`src/rtl/bin_to_bcd_seq.sv`:
```
// bin_to_bcd_seq: sequential double-dabble binary to packed BCD converter (optional leading-zero blanking via BCD_BLANK_LEADING_ZERO_EN)
module bin_to_bcd_seq #(
  parameter int BIN_W  = 20,
  parameter int DIGITS = 6
) (
  input  logic                  clk,
  input  logic                  rst_n,
  input  logic                  start,
  input  logic [BIN_W-1:0]      bin_in,
  output logic                  busy,
  output logic                  done,
  output logic [4*DIGITS-1:0]   bcd_out,
  output logic                  overflow
`ifdef BCD_BLANK_LEADING_ZERO_EN
  ,
  output logic [DIGITS-1:0]     blank
`endif
);
  localparam int CW = $clog2(BIN_W + 1);
  localparam logic [BIN_W-1:0] MAX = BIN_W'(10**DIGITS - 1);
  typedef enum logic [1:0] {IDLE, SHIFT, LATCH} state_t;
  state_t                state;
  logic [BIN_W-1:0]      shreg;
  logic [4*DIGITS-1:0]   scratch;
  logic [4*DIGITS-1:0]   adj;
  logic [CW-1:0]         cnt;
  logic                  ovf_flag;
  // add 3 to every scratch digit of 5 or more before the shift
  always_comb begin
    adj = scratch;
    for (int i = 0; i < DIGITS; i++)
      adj[4*i+:4] = (scratch[4*i+:4] >= 4'd5) ? scratch[4*i+:4] + 4'd3 : scratch[4*i+:4];
  end
`ifdef BCD_BLANK_LEADING_ZERO_EN
  logic [DIGITS-1:0] lead;
  logic              z;
  // digit i blanks when it and every more-significant digit are zero; digit 0 never blanks
  always_comb begin
    lead = '0;
    z = 1'b1;
    for (int i = DIGITS - 1; i > 0; i--) begin
      z = z & (scratch[4*i+:4] == 4'h0);
      lead[i] = z;
    end
  end
`endif
  // control FSM with registered handshake and result outputs
  always_ff @(posedge clk) begin
    if (!rst_n) begin
      state    <= IDLE;
      shreg    <= '0;
      scratch  <= '0;
      cnt      <= '0;
      ovf_flag <= 1'b0;
      busy     <= 1'b0;
      done     <= 1'b0;
      bcd_out  <= '0;
      overflow <= 1'b0;
`ifdef BCD_BLANK_LEADING_ZERO_EN
      blank    <= {{(DIGITS-1){1'b1}}, 1'b0};
`endif
    end else begin
      done <= 1'b0;
      case (state)
        IDLE: if (start) begin
          shreg    <= bin_in;
          scratch  <= '0;
          cnt      <= '0;
          ovf_flag <= bin_in > MAX;
          busy     <= 1'b1;
          state    <= SHIFT;
        end
        SHIFT: begin
          scratch <= {adj[4*DIGITS-2:0], shreg[BIN_W-1]};
          shreg   <= shreg << 1;
          cnt     <= cnt + 1'b1;
          if (cnt == CW'(BIN_W - 1)) state <= LATCH;
        end
        LATCH: begin
          bcd_out  <= ovf_flag ? {DIGITS{4'h9}} : scratch;
          overflow <= ovf_flag;
`ifdef BCD_BLANK_LEADING_ZERO_EN
          blank    <= ovf_flag ? '0 : lead;
`endif
          done     <= 1'b1;
          busy     <= 1'b0;
          state    <= IDLE;
        end
        default: state <= IDLE;
      endcase
    end
  end
endmodule

```
`config.mk`:
```
export PLATFORM = sky130hd
export DESIGN_NAME = bin_to_bcd_seq
export DESIGN_NICKNAME = d
export VERILOG_FILES = /design/src/rtl/bin_to_bcd_seq.sv
export SDC_FILE = /design/constraint.sdc
export NUM_CORES = 1
export LEC_CHECK = 0
export CORE_MARGIN = 2
export CORE_UTILIZATION = 35
export DETAILED_ROUTE_END_ITERATION = 16
export SYNTH_ARGS = -nofsm -noshare
export SYNTH_HDL_FRONTEND = slang
export SYNTH_SLANG_ARGS = --single-unit
```
`constraint.sdc`:
```
create_clock -name clk -period 1.9 [get_ports clk]
set_clock_uncertainty 0.2 [all_clocks]
set_input_delay 0.38 -clock clk [delete_from_list [all_inputs] [get_ports clk]]
set_output_delay 0.38 -clock clk [all_outputs]
set_load 0.05 [all_outputs]
```
==> impl_metrics.tcl <==
set metrics [dict create \
    clock-sinks 79 \
    layout.cells.non_filler 565 \
    ys_ff_latch 79 \
    post-route-period-util_pct 91.1 \
    tightest_slew_ns 0.542 \
    p_leak_nw 1.81 \
    path_clk_slew_ns 0.09 \
    min_from "shreg[4]" \
    start_util_pct 35.9 \
    rr_endpoint "scratch[10]" \
    gr-total-overflow 0 \
    powerDensity_nw_per_um2 832 \
    grt_pass1_wl_um 14200 \
    synth_top_area_share_pct 45.5 \
    die_y_um 104 \
    grt_pass1_vias 2881 \
    postCtsSetupBuffers 0 \
    synth_area_sq_um 3480 \
    grt_antenna_before_repair 0 \
    endpoint_kind "register" \
    path_depth 6 \
    syn_nets 401 \
    min_period_ns 1.73 \
    insertion_delay_ns 0.36 \
    cts_max_path_buffers 2 \
    hold_viol_final 0 \
    root_buffer "clkbuf_8" \
    yosysSeqAreaShare_pct 45.5 \
    worstPathArrival_ns 1.79 \
    setup_viol 0 \
    slowest_delay_ns 0.38 \
    critPathLaunchType "register" \
    firstDrtPassIters 6 \
    synthTopCellsByArea "dfxtp_1 (46%), a22o_1 (5.5%), ha_1 (4.7%)" \
    postRouteAntennaNets 0 \
    hpwlAfterDp_um 5690 \
    r2r_slack_ns 0.17 \
    r2r_start "scratch[9]" \
    boundaryPins 50 \
    dominantRegCellSynth "dfxtp_1" \
    nets 463 \
    dieArea_sq_um 10700 \
    cts_tree "done" \
    path_delay_family "compound AO/OA/AOI/OAI gates" \
    port_buffers 49 \
    slowest_stage "dfxtp_1" \
    r2r_cells 6 \
    status "finished clean" \
    htreeDepth 3 \
    grt_usage_pct 16.3 \
    drive_gt1_share_pct 21.1 \
    fmaxAchievable_mhz 578 \
    min_path_cells 2 \
    numCtsBuffers 9 \
    yosysWarnings 0 \
    gp_congestion 0.791 \
    synth-async-reset-ratio_pct 0 \
    synthCells 365 \
    placed_cells 549 \
    drv_cap 0 \
    critPathKind "reg -> reg" \
    grt_max_degree 20 \
    antenna_cells 0 \
    fill_cells 957 \
    drc 0 \
    finalMaxSlewViolations 0 \
    synth_enable_flop_cells 0 \
    coreArea_sq_um 9680 \
    wire_per_inst_um 14.7 \
    drt_iter0_markers 128 \
    synthDistinctLibCells 46 \
    syn_area_per_cell_sq_um 9.52 \
    vias 2834 \
    hold_class "reg -> reg" \
    drt-total-wl_um 8290 \
    ir_drop_uv 366 \
    crit_fanout 4 \
    hold_buffers 0 \
    crit_buf_inv 1 \
    cp_cell_sequence "inv_1, ha_1, nand2b_1, a21oi_1, mux2i_1, a22o_1" \
    area_growth_pct 26.8 \
    cp.required_ns 1.96 \
    viasPerCell 5.02 \
    max_slew_margin_pct 63.8 \
    grt_setup_unrepaired "false" \
    rows 36 \
    netlist.top_cell.by_area "dfxtp_1" \
    die_w_um 104 \
    whs_ns 0.237 \
    hold_path_end "shreg[4]" \
]
layer usage:
metal	global-route usage [%]	routed length, um	share of wire (%)
met5	0	0	0
met4	4.83	105	1.3
met3	4.15	415	5.0
met2	27.7	3930	47
met1	20.4	3840	46
power by group:
group          total, W  leakage, nW  switching [W]  internal (W)
clock           0.00153        0.121       0.000649      0.000885
combinational  0.000388         1.04       0.000187      0.000201
sequential      0.00175        0.642      0.0000384       0.00171
layout make-up:
class	count	area, sq um	share of cell area, %
flip-flops and latches	79	1580	35.9
repair buffers	76	676	15.3
inverters	14	52.6	1.19
clock inverters	6	116	2.64
well taps	133	166	3.78
clock buffers	10	128	2.90
multi-input cells	247	1690	38.3
registers in the layout, indices dropped and copies added, names as in the netlist:
register	flops
done	1
ovf_flag	1
overflow	1
bcd_out	24
busy	1
scratch	24
state	2
shreg	20
cnt	5
layout by cell type (no fill, tap or decap), types with 2 or more instances in the layout:
master	Yosys	layout
clkdlybuf4s50_1	0	22
xnor2_1	6	6
o2111ai_1	2	2
a22o_1	22	22
nor3_1	7	7
a21oi_1	7	7
o221a_2	13	13
nand3_1	7	7
buf_4	0	50
ha_1	13	13
a22oi_1	5	5
and2_1	4	4
nand4_1	2	2
dfxtp_1	79	79
a2bb2oi_1	13	13
nand2_1	36	36
inv_6	0	2
nand2b_1	7	7
clkbuf_8	0	9
o21ai_0	32	32
a21boi_0	6	6
nor2_1	30	29
inv_1	13	13
o31ai_1	4	4
bufinv_16	0	3
mux2i_1	6	6
buf_12	0	4
xor2_1	5	5
stage by stage:
step	power (W)	setup slack, ns	instance area (sq um)	utilization, %	TNS [ns]
floorplan	0.00202	0.330	3480	-	0
global placement	0.00217	-0.236	4160	43.0	-4.43
detailed placement	0.00217	-0.306	4160	43.0	-5.48
CTS	0.00371	0.0664	4410	45.5	0
global route	0.00383	0.0219	4410	45.5	0
finish	0.00367	0.169	4410	45.5	0
what timing repair did:
item	4_1_cts	5_1_grt
setup endpoints to repair	0	13
hold endpoints to repair	0	0
resized for setup	0	1
worst register-to-register path: stages, from the launching register on:
cell,delay [ns]
dfxtp_1,0.38
inv_1,0.09
ha_1,0.18
nand2b_1,0.14
a21oi_1,0.32
mux2i_1,0.13
a22o_1,0.20
synthesized netlist by cell type (8+ instances only):
master	count
nor2_1	30
buf_2	8
o221a_2	13
ha_1	13
dfxtp_1	79
o21ai_0	32
inv_1	13
a22o_1	22
clkbuf_1	10
nand2_1	36
a2bb2oi_1	13
how the worst max path moves through the flow:
stage	slack, ns	end	startpoint
2_1_floorplan	0.33	scratch[10]	scratch[9]
3_3_place_gp	-0.24	shreg[7]	start
3_5_place_dp	-0.31	shreg[7]	start
4_1_cts	0.07	shreg[7]	state[0]
5_1_grt	0.02	shreg[6]	state[0]
6_report	0.17	scratch[10]	scratch[9]
cells by family after synthesis:
logic type | after synthesis | share of synthesized area, %
AO/OA/AOI/OAI | 113 | 25.0
XOR/XNOR | 11 | 2.77
adder cells (fa/ha/maj) | 13 | 4.68
buffers and inverters | 39 | 6.01
flip-flops | 79 | 45.5
multiplexers | 6 | 1.73
AND/OR/NAND/NOR | 104 | 14.3
Power figures use the tool's default switching activity.
